File: config.mk
export PLATFORM = sky130hd
export DESIGN_NAME = axon_scheduler
export DESIGN_NICKNAME = d
export VERILOG_FILES = /design/src/rtl/axon_scheduler.sv
export SDC_FILE = /design/constraint.sdc
export NUM_CORES = 1
export LEC_CHECK = 0
export ABC_AREA = 1
export BUFFER_PORTS_ARGS = -buffer_cell sky130_fd_sc_hd__buf_2
export CAP_MARGIN = 20
export CELL_PAD_IN_SITES_DETAIL_PLACEMENT = 1
export CELL_PAD_IN_SITES_GLOBAL_PLACEMENT = 2
export CORE_MARGIN = 5
export CORE_UTILIZATION = 30
export DETAILED_ROUTE_END_ITERATION = 7
export HOLD_SLACK_MARGIN = 0.03
export PLACE_DENSITY_LB_ADDON = 0.1
export RECOVER_POWER = 100
export SLEW_MARGIN = 25
export SYNTH_ARGS = -nofsm -noshare
export SYNTH_HDL_FRONTEND = slang
export SYNTH_SLANG_ARGS = --single-unit
File: constraint.sdc
create_clock -name wb_clk_i -period 22.7 [get_ports wb_clk_i]
set_clock_uncertainty 0.05 [all_clocks]
set_input_delay 4.54 -clock wb_clk_i [delete_from_list [all_inputs] [get_ports wb_clk_i]]
set_output_delay 4.54 -clock wb_clk_i [all_outputs]
set_load 0.01 [all_outputs]
File: src/rtl/axon_scheduler.sv
// Spike-frame scheduler: walks a latched 256-bit axon frame in ascending order and fetches one
// Wishbone connection row per firing axon. Optional ack timeout enabled by `define ACK_TIMEOUT_EN.
module axon_scheduler #(
    parameter logic [31:0] BASE_ADDR   = 32'h3000_0000,
    parameter int unsigned TIMEOUT_CYC = 16
) (
    input  logic         wb_clk_i,
    input  logic         wb_rst_i,
    input  logic         start_i,
    input  logic [255:0] spikes_i,
    output logic         m_cyc_o,
    output logic         m_stb_o,
    output logic         m_we_o,
    output logic [3:0]   m_sel_o,
    output logic [31:0]  m_adr_o,
    input  logic         m_ack_i,
    input  logic [31:0]  conn_i,
    output logic         conn_valid_o,
    output logic [31:0]  conn_o,
    output logic [7:0]   axon_o,
    output logic         busy_o,
    output logic         done_o,
    output logic         err_o
);

    typedef enum logic [2:0] {
        StIdle,
        StScan,
        StReq,
        StWait,
        StEmit,
        StDone
    } state_e;

    state_e         state_q, state_d;
    logic [255:0]   frame_q, frame_d;
    logic [7:0]     idx_q, idx_d;
    logic           cyc_q, cyc_d;
    logic [31:0]    adr_q, adr_d;
    logic [31:0]    conn_q, conn_d;
    logic [7:0]     axon_q, axon_d;
    logic           err_q, err_d;
    logic           timeout;

`ifdef ACK_TIMEOUT_EN
    localparam int unsigned TmoW = $clog2(TIMEOUT_CYC + 1);
    localparam logic [TmoW-1:0] TmoLast = TmoW'(TIMEOUT_CYC - 1);

    logic [TmoW-1:0] tmo_q, tmo_d;

    assign timeout = (tmo_q == TmoLast);
`else
    logic unused_timeout_cyc;

    assign unused_timeout_cyc = ^TIMEOUT_CYC;
    assign timeout = 1'b0;
`endif

    always_comb begin
        state_d = state_q;
        frame_d = frame_q;
        idx_d   = idx_q;
        cyc_d   = cyc_q;
        adr_d   = adr_q;
        conn_d  = conn_q;
        axon_d  = axon_q;
        err_d   = err_q;
`ifdef ACK_TIMEOUT_EN
        tmo_d   = tmo_q;
`endif
        unique case (state_q)
            StIdle: begin
                if (start_i) begin
                    frame_d = spikes_i;
                    idx_d   = 8'd0;
                    state_d = StScan;
                end
            end
            StScan: begin
                if (frame_q[idx_q]) begin
                    // Bus outputs are registered, so they are loaded on entry to REQ.
                    cyc_d   = 1'b1;
                    adr_d   = BASE_ADDR + {22'd0, idx_q, 2'b00};
                    state_d = StReq;
                end else if (idx_q == 8'd255) begin
                    state_d = StDone;
                end else begin
                    idx_d = idx_q + 8'd1;
                end
            end
            StReq: begin
`ifdef ACK_TIMEOUT_EN
                tmo_d = '0;
`endif
                state_d = StWait;
            end
            StWait: begin
                if (m_ack_i) begin
                    conn_d  = conn_i;
                    axon_d  = idx_q;
                    cyc_d   = 1'b0;
                    state_d = StEmit;
                end else if (timeout) begin
                    // Abandon this axon: no strobe, continue as EMIT would.
                    cyc_d = 1'b0;
                    err_d = 1'b1;
                    if (idx_q == 8'd255) begin
                        state_d = StDone;
                    end else begin
                        idx_d   = idx_q + 8'd1;
                        state_d = StScan;
                    end
                end else begin
`ifdef ACK_TIMEOUT_EN
                    tmo_d = tmo_q + 1'b1;
`endif
                end
            end
            StEmit: begin
                if (idx_q == 8'd255) begin
                    state_d = StDone;
                end else begin
                    idx_d   = idx_q + 8'd1;
                    state_d = StScan;
                end
            end
            StDone: begin
                state_d = StIdle;
            end
            default: begin
                state_d = StIdle;
            end
        endcase
    end

    always_ff @(posedge wb_clk_i or posedge wb_rst_i) begin
        if (wb_rst_i) begin
            state_q <= StIdle;
            frame_q <= '0;
            idx_q   <= '0;
            cyc_q   <= 1'b0;
            adr_q   <= '0;
            conn_q  <= '0;
            axon_q  <= '0;
            err_q   <= 1'b0;
`ifdef ACK_TIMEOUT_EN
            tmo_q   <= '0;
`endif
        end else begin
            state_q <= state_d;
            frame_q <= frame_d;
            idx_q   <= idx_d;
            cyc_q   <= cyc_d;
            adr_q   <= adr_d;
            conn_q  <= conn_d;
            axon_q  <= axon_d;
            err_q   <= err_d;
`ifdef ACK_TIMEOUT_EN
            tmo_q   <= tmo_d;
`endif
        end
    end

    assign m_cyc_o      = cyc_q;
    assign m_stb_o      = cyc_q;
    assign m_we_o       = 1'b0;
    assign m_sel_o      = 4'b1111;
    assign m_adr_o      = adr_q;
    assign conn_o       = conn_q;
    assign axon_o       = axon_q;
    assign conn_valid_o = (state_q == StEmit);
    assign done_o       = (state_q == StDone);
    assign busy_o       = (state_q != StIdle);
    assign err_o        = err_q;

endmodule

==> impl_results.md, run 1 <==
* CTS tree: built
* Count of different cell masters after synthesis at 28
* PortBufs at 346
* Initial core utilization at 0.3045
* Die Wd at 233.4 um
* Die area at 54460 sq um
* Wirelength per Cell at 19.14 um
* Leakage at 9.240 nW
* Layout cells sized above 1 at 0.2474
* Post-Synthesis Cells at 1718
* Commonest non-fill, non-tap cell in the layout: nand2_1
* Via count at 12.46k
* Critical Path Start Type: input port
* DR DRC count at 0
* Drt pass-1 iters at 4
* Period minus WS final at 13290 ps
* Unrepaired setup endpoints after global routing: false
* GRT overflow at 0
* Placed Area at 17050 sq um
* #FFs+latches synth at 317
* Crit. Startpoint: start_i
* Setup violators final at 0
* Tcrit/Tclk final at 0.5853
* Area growth, synth to finish at 22.43%
* Status: finished, violations left
* N_diodes at 0
* Vias in the first global route at 13.29k
* Placer Congestion at 0.7456
* Worst-path clk slew at 60 ps
* Reg2Reg Depth at 5
* Final Hold Viols at 0
* Slew HR at -3.625
* Initial antenna violation count at 3
* Max-slew violations at 786
* Hold_ws at 429.0 ps
* Failing checks: capacitance limit, slew limit
* Worst Min Path Start: conn_o[15]$_DFFE_PP0P_
* Post-CTS Setup Bufs at 0
* DP Worst Slack at 15420 ps
* All-Layer GR Usage at 0.1862
* FP Rows at 81
* Hold depth at 2
* Crit path kind: input port to register
* Fin area at 18330 sq um
* Root buffer cell: clkbuf_16
* Core Area at 49150 sq um
* Sum Neg Setup Slack at 0 ps
* PostCTS Resize Cnt at 0
* Global-route wire length before repair at 78470 um
* Clk buf depth at 3
* Worst r2r dst: frame_q[201]$_DFFE_PP0P_
* Max FO, Critical Path at 149
* Hold/Removal Path Class: register to register
* CTS HTree Levels at 2
* Clk sinks at 317
* Crit path setup slack, layout at 9414 ps
* Most frequent cells in the layout: nand2_1, dfrtp_1, buf_2, nor2_1, nand3_1
* FILL cells at 5875
* Power Density at 140.6 nW/um^2
* Ports at 375
* WP data required at 23110 ps
* Max Cap Violations at 12
* CTS hold repair buffers at 0
* Worst slew pin tran at 6937 ps
* Max IR drop VDD at 0.05188 mV
* Final wirelength at 51860 um
* Worst skew pair latency at 550 ps
* FF-to-FF setup slack at 12830 ps
* Largest net degree at the start of global routing at 211
* Syn Area/Cell at 8.713 sq um
* Post-DP HPWL at 34550 um
* Die Ht at 233.4 um
* Min-Delay Endpoint: conn_o[15]$_DFFE_PP0P_
* Reg2reg start: state_q[2]$_DFFE_PP0P_
* Number of nets in the layout at 2309
* Syn Std Cell Area at 14970 sq um
* Drt first-iter violations at 641
* Highest clock rate at 75.27 MHz
* Yosys warning total at 0
* Vias per cell at 4.598
* Sequential-to-total area share from yosys stat at 0.5300
* CP arrival at 13700 ps
* Num CTS Buffers at 40
* Post-DRT Antenna Nets at 0
* CP Capture Type: register
-- how the worst max path moves through the flow --
stage / end / slack [ps] / depth (start not counted)
finish: frame_q[201]$_DFFE_PP0P_ / 9410 / 5
floorplan: axon_o[0]$_DFFE_PP0P_ / 9340 / 1
CTS: idx_q[0]$_DFFE_PP0P_ / 16030 / 4
global placement: idx_q[0]$_DFFE_PP0P_ / 15470 / 4
global route: idx_q[1]$_DFFE_PP0P_ / 8340 / 4
detailed placement: idx_q[0]$_DFFE_PP0P_ / 15420 / 4
-- sequential cells by signal (all words and copies together), names as in the netlist --
signal   flops
axon_o       8
conn_o      32
frame_q    256
idx_q        8
m_adr_o      9
m_cyc_o      1
state_q      3
-- power breakdown --
| group | internal [mW] | switching [mW] |
|---|---|---|
| Combinational | 0.379 | 0.562 |
| Clock | 0.436 | 0.250 |
| Sequential | 0.825 | 0.123 |
-- layout make-up --
| class | instances | area [sq um] | share of cell area |
|---|---|---|---|
| inverters | 149 | 566.8 | 0.03093 |
| multi-input cells | 1148 | 5843 | 0.3189 |
| clock buffers | 57 | 1166 | 0.06364 |
| flip-flops and latches | 317 | 7936 | 0.4331 |
| well taps | 664 | 830.8 | 0.04534 |
| repair buffers | 360 | 1733 | 0.09456 |
| clock inverters | 14 | 249.0 | 0.01359 |
-- stage by stage --
step                std cells  total power [mW]    util
floorplan                1744             1.618       -
global placement         2636             1.879  0.3468
detailed placement       2636             1.910  0.3469
CTS                      2707             2.615  0.3757
global route             2709             2.781  0.3728
finish                   2709             2.576  0.3728
-- synth_stat cells --
master	number	area share
nand2_1	451	0.11
dfrtp_1	317	0.53
nor2_1	168	0.042
nand3_1	161	0.054
inv_1	141	0.035
a21oi_1	140	0.047
mux2_2	137	0.10
clkbuf_1	55	0.014
buf_4	40	0.020
buf_2	28	0.0094
o21ai_0	19	0.0064
o21ai_1	17	0.0057
buf_6	5	0.0038
nor3_1	5	0.0017
o211ai_1	5	0.0025
xor2_1	5	0.0029
inv_2	4	0.0010
nand2_2	3	0.0013
nand4_1	3	0.0013
a21boi_1	2	0.0010
buf_1	2	0.00050
clkinv_1	2	0.00050
conb_1	2	0.00050
inv_4	2	0.00084
ha_1	1	0.00084
nand2_4	1	0.00075
nand3_2	1	0.00067
nand3b_1	1	0.00050
-- layer usage --
| metal | part of all wire | up-vias | track usage |
|---|---|---|---|
| li1 | - | 6014 | - |
| met1 | 0.45 | 6142 | 0.2551 |
| met2 | 0.49 | 229 | 0.3086 |
| met3 | 0.042 | 66 | 0.02942 |
| met4 | 0.020 | 4 | 0.04918 |
| met5 | 0.00066 | - | 0 |
-- critical path, stage by stage --
cell	delay [ps]
clkbuf_1	90
nand3_1	980
clkbuf_1	2080
clkbuf_1	4960
mux2_2	830
-- cells by family after synthesis --
family | Yosys count | synth area share
compound gates | 183 | 0.06236
xor+xnor | 5 | 0.002926
simple gates | 794 | 0.2152
buf+inv | 279 | 0.08518
mux | 137 | 0.1031
fa+ha+maj | 1 | 0.0008358
other cells | 2 | 0.0005017
flops | 317 | 0.5300
(Power assumes the default switching activity.)
==> run 2, diff against run 1 <==
clock period = 13.76 ns   (was 22.7 ns; I/O delays follow)
==> impl_results.md, run 2 (synthesis results as in run 1) <==
* Status: finished, violations left
* Failing checks: capacitance limit, slew limit
* Final wirelength at 51420 um
* Num CTS Buffers at 39
* Drt first-iter violations at 573
* Max Cap Violations at 10
* Final Util at 0.3714
* Most frequent cells in the layout: nand2_1, dfrtp_1, buf_2, nor2_1, nand3_1
* Setup violators final at 0
* Period minus WS final at 8605 ps
* Largest net degree at the start of global routing at 211
* Hold depth at 2
* CP arrival at 8970 ps
* Fin area at 18260 sq um
* Worst r2r dst: idx_q[7]$_DFFE_PP0P_
* Vias in the first global route at 13.32k
* Root buffer cell: clkbuf_16
* Max IR drop VDD at 0.1249 mV
* Die Ht at 233.4 um
* Sum Neg Setup Slack at 0 ps
* Worst skew pair latency at 550 ps
* Worst Min Path Start: conn_o[25]$_DFFE_PP0P_
* GRT overflow at 0
* Placer Congestion at 0.7454
* Drt pass-1 iters at 5
* Hold/Removal Path Class: register to register
* PostCTS Resize Cnt at 0
* Hold_ws at 426.4 ps
* Power Density at 226.3 nW/um^2
* Die area at 54460 sq um
* Vias per cell at 4.594
* Clk buf depth at 3
* Worst slew pin tran at 3689 ps
* DR top layer: met5
* CTS tree: built
* Post-DP HPWL at 34450 um
* Via count at 12.44k
* Area growth, synth to finish at 21.96%
* Post-DRT Antenna Nets at 0
* Clk sinks at 317
* Number of nets in the layout at 2308
* Reg2Reg Depth at 16
* Max FFs per register at 256
* PortBufs at 346
* Final Hold Viols at 0
* Placed Area at 17050 sq um
* Initial antenna violation count at 4
* All-Layer GR Usage at 0.1864
* Highest clock rate at 116.2 MHz
* WP data required at 14120 ps
* Met2 routed WL at 25170 um
* CTS hold repair buffers at 0
* Post-CTS Setup Bufs at 0
* Commonest non-fill, non-tap cell in the layout: nand2_1
* CTS HTree Levels at 2
* Crit path kind: input port to register
* Ports at 375
* Max FO, Critical Path at 68
* Tcrit/Tclk final at 0.6254
* FP Rows at 81
* Reg2reg start: idx_q[0]$_DFFE_PP0P_
* Max-slew violations at 574
* Top reg by flops: frame_q
* Met3 Wirelength at 2091 um
* Die Wd at 233.4 um
* Leakage at 9.200 nW
* Layout cells sized above 1 at 0.2484
* N_diodes at 0
* FF-to-FF setup slack at 5840 ps
* Wirelength per Cell at 18.98 um
* CP Capture Type: register
* Initial core utilization at 0.3045
* Met1 WL at 23240 um
* Global-route wire length before repair at 78550 um
* Core Area at 49150 sq um
* Unrepaired setup endpoints after global routing: false
* Worst-path clk slew at 50 ps
* Critical Path Start Type: input port
* DR DRC count at 0
* Slew HR at -1.459
* Min-Delay Endpoint: conn_o[25]$_DFFE_PP0P_
-- run 2: per-stage QoR --
step,power (mW),worst slack (ps),std cells
floorplan,2.670,2187,1744
global placement,3.100,8309,2636
detailed placement,3.148,8250,2636
global route,4.481,4525,2709
finish,4.132,5155,2709
CTS,4.222,8862,2707
-- run 2: metal layers --
layer / GRT usage / vias to the layer above
met5: 0 / -
met4: 0.04368 / 6
met3: 0.03039 / 64
met2: 0.3128 / 230
met1: 0.2540 / 6130
li1: - / 6014
-- run 2: worst max-delay path, stage by stage --
cell and delay [ps]:
clkbuf_1 90, nand3_1 1000, clkbuf_1 2320, clkbuf_1 2240
mux2_2 480
-- run 2: worst max path at each step --
stage,start,to,slack (ps),cells past startpoint
after floorplan,wb_rst_i,axon_o[0]$_DFFE_PP0P_,2190,1
after global placement,wb_rst_i,idx_q[0]$_DFFE_PP0P_,8310,4
after detailed placement,wb_rst_i,idx_q[0]$_DFFE_PP0P_,8250,4
after CTS,wb_rst_i,idx_q[0]$_DFFE_PP0P_,8860,4
after global routing,start_i,frame_q[71]$_DFFE_PP0P_,4530,5
final,start_i,frame_q[73]$_DFFE_PP0P_,5150,5
-- run 2: cell type report --
cell class	count	area, sq um
clock inverter	9	75.07
tap	664	830.8
inverter	149	566.8
timing repair buffer	360	1768
sequential	317	7936
fill	5971	30900
multi-input combinational	1148	5843
clock buffer	62	1235
-- run 2: power by group --
| part | total [mW] | internal (mW) | leakage, nW | switching (mW) |
|---|---|---|---|---|
| combinational | 1.53 | 0.600 | 4.88 | 0.927 |
| sequential | 1.56 | 1.36 | 3.67 | 0.202 |
| clock | 1.04 | 0.633 | 0.646 | 0.410 |
| total | 4.13 | 2.59 | 9.20 | 1.54 |
==> run 3, diff against run 2 <==
CORE_UTILIZATION = 28   (was 30)
clock period = 7.63 ns   (was 13.76 ns; I/O delays follow)
==> impl_results.md, run 3 (synthesis results as in run 1) <==
* Die area at 58180 sq um
* CTS HTree Levels at 2
* Layout cells sized above 1 at 0.2482
* Number of nets in the layout at 2306
* Highest clock rate at 184.9 MHz
* Post-CTS Setup Bufs at 0
* CTS hold repair buffers at 0
* Post-DRT Antenna Nets at 0
* Core Area at 52760 sq um
* Max Cap Violations at 5
* CP Capture Type: register
* Post-DP HPWL at 36460 um
* Failing checks: capacitance limit, slew limit
* Placer Congestion at 0.7411
* Max-slew violations at 454
* Sum Neg Setup Slack at 0 ps
* DR DRC count at 0
* Initial core utilization at 0.2837
* WP data required at 8050 ps
* Leakage at 9.193 nW
* Tcrit/Tclk final at 0.7089
* Initial antenna violation count at 3
* Final wirelength at 52930 um
* Max FFs per register at 256
* Status: finished, violations left
* CTS tree: built
* Placed Area at 17090 sq um
* Crit. Startpoint: start_i
* Vias in the first global route at 13.24k
* Slew HR at -1.360
* Worst skew pair latency at 550 ps
* Worst slew pin tran at 3540 ps
* N_diodes at 0
* Area growth, synth to finish at 21.82%
* Drt pass-1 iters at 4
* Largest net degree at the start of global routing at 165
* CP arrival at 5830 ps
* Crit path kind: input port to register
* Root buffer cell: clkbuf_16
* Slowest CP cell: clkbuf_2
* Reg area at 7939 sq um
* Most frequent cells in the layout: nand2_1, dfrtp_1, buf_2, nor2_1, nand3_1
* Commonest non-fill, non-tap cell in the layout: nand2_1
* Die Wd at 241.2 um
* Ports at 375
* DP Worst Slack at 3455 ps
* PortBufs at 346
* Crit path setup slack, layout at 2221 ps
* Worst-path clk slew at 60 ps
* Power Density at 407.3 nW/um^2
* All-Layer GR Usage at 0.1775
* Top reg by flops: frame_q
* Via count at 12.44k
* Hold_ws at 430.1 ps
* PostCTS Resize Cnt at 0
* Reg2Reg Depth at 7
* Worst r2r dst: idx_q[5]$_DFFE_PP0P_
* Unrepaired setup endpoints after global routing: false
* Reg2reg start: state_q[2]$_DFFE_PP0P_
* Hold/Removal Path Class: register to register
* FP Rows at 84
* FILL cells at 6326
* Wirelength per Cell at 19.41 um
* Fin area at 18230 sq um
* Final Hold Viols at 0
* Drt first-iter violations at 573
* GRT overflow at 0
* Critical Path Sink: idx_q[5]$_DFFE_PP0P_
* Global-route wire length before repair at 79900 um
* Clk sinks at 317
* Max IR drop VDD at 0.1479 mV
* Max FO, Critical Path at 138
* Multi-input logic area at 5843 sq um
* Final Util at 0.3456
* FF-to-FF setup slack at 2700 ps
* Critical Path Start Type: input port
* Die Ht at 241.2 um
* Clk buf depth at 3
* Setup violators final at 0
* Period minus WS final at 5409 ps
* Worst-path cell chain: clkbuf_1 > nand3_1 > clkbuf_2 > a21oi_1 > nand2_1 > inv_2 > o21ai_0
* Vias per cell at 4.561
* Num CTS Buffers at 40
* CP max stage delay at 2200 ps
## run 3: final cells by class
type / count / share of cell area
Inverter: 149 / 0.03102
Clock inverter: 7 / 0.003294
Timing Repair Buffer: 357 / 0.09675
Multi-Input combinational cell: 1148 / 0.3205
Clock buffer: 61 / 0.06588
Tap cell: 688 / 0.04721
Sequential cell: 317 / 0.4354
## run 3: where the power goes
part / internal (mW) / switching [mW] / total, mW
Sequential: 2.45 / 0.395 / 2.85
Clock: 1.11 / 0.744 / 1.85
Combinational: 1.07 / 1.65 / 2.72
## run 3: layer usage
layer | vias up | global-route usage | routed length, um
met3 | 55 | 0.02983 | 2115
met5 | - | 0 | 23
li1 | 6010 | - | -
met2 | 225 | 0.2995 | 25960
met1 | 6145 | 0.2413 | 23930
met4 | 4 | 0.04069 | 901
## run 3: critical path: cells and delay by family
| family | cells | cell delay, ps |
|---|---|---|
| and+or+nand+nor | 2 | 1340 |
| buffers and inverters | 3 | 2400 |
| AOI/OAI and AO/OA | 2 | 510 |
## run 3: how the worst min path moves through the flow
| stage | from | to | slack, ps | cells after the start |
|---|---|---|---|---|
| after CTS | conn_o[30]$_DFFE_PP0P_ | conn_o[30]$_DFFE_PP0P_ | 420 | 2 |
| after detailed placement | conn_o[30]$_DFFE_PP0P_ | conn_o[30]$_DFFE_PP0P_ | 410 | 2 |
| after floorplan | idx_q[7]$_DFFE_PP0P_ | idx_q[7]$_DFFE_PP0P_ | 420 | 2 |
| after global routing | conn_o[30]$_DFFE_PP0P_ | conn_o[30]$_DFFE_PP0P_ | 440 | 2 |
| after global placement | conn_o[26]$_DFFE_PP0P_ | conn_o[26]$_DFFE_PP0P_ | 410 | 2 |
| final | conn_o[18]$_DFFE_PP0P_ | conn_o[18]$_DFFE_PP0P_ | 430 | 2 |
## run 3: stage by stage
stage	instances	power, mW
after floorplan	1744	4.816
after global placement	2658	5.621
after detailed placement	2658	5.698
after CTS	2726	7.611
after global routing	2727	8.047
final	2727	7.427
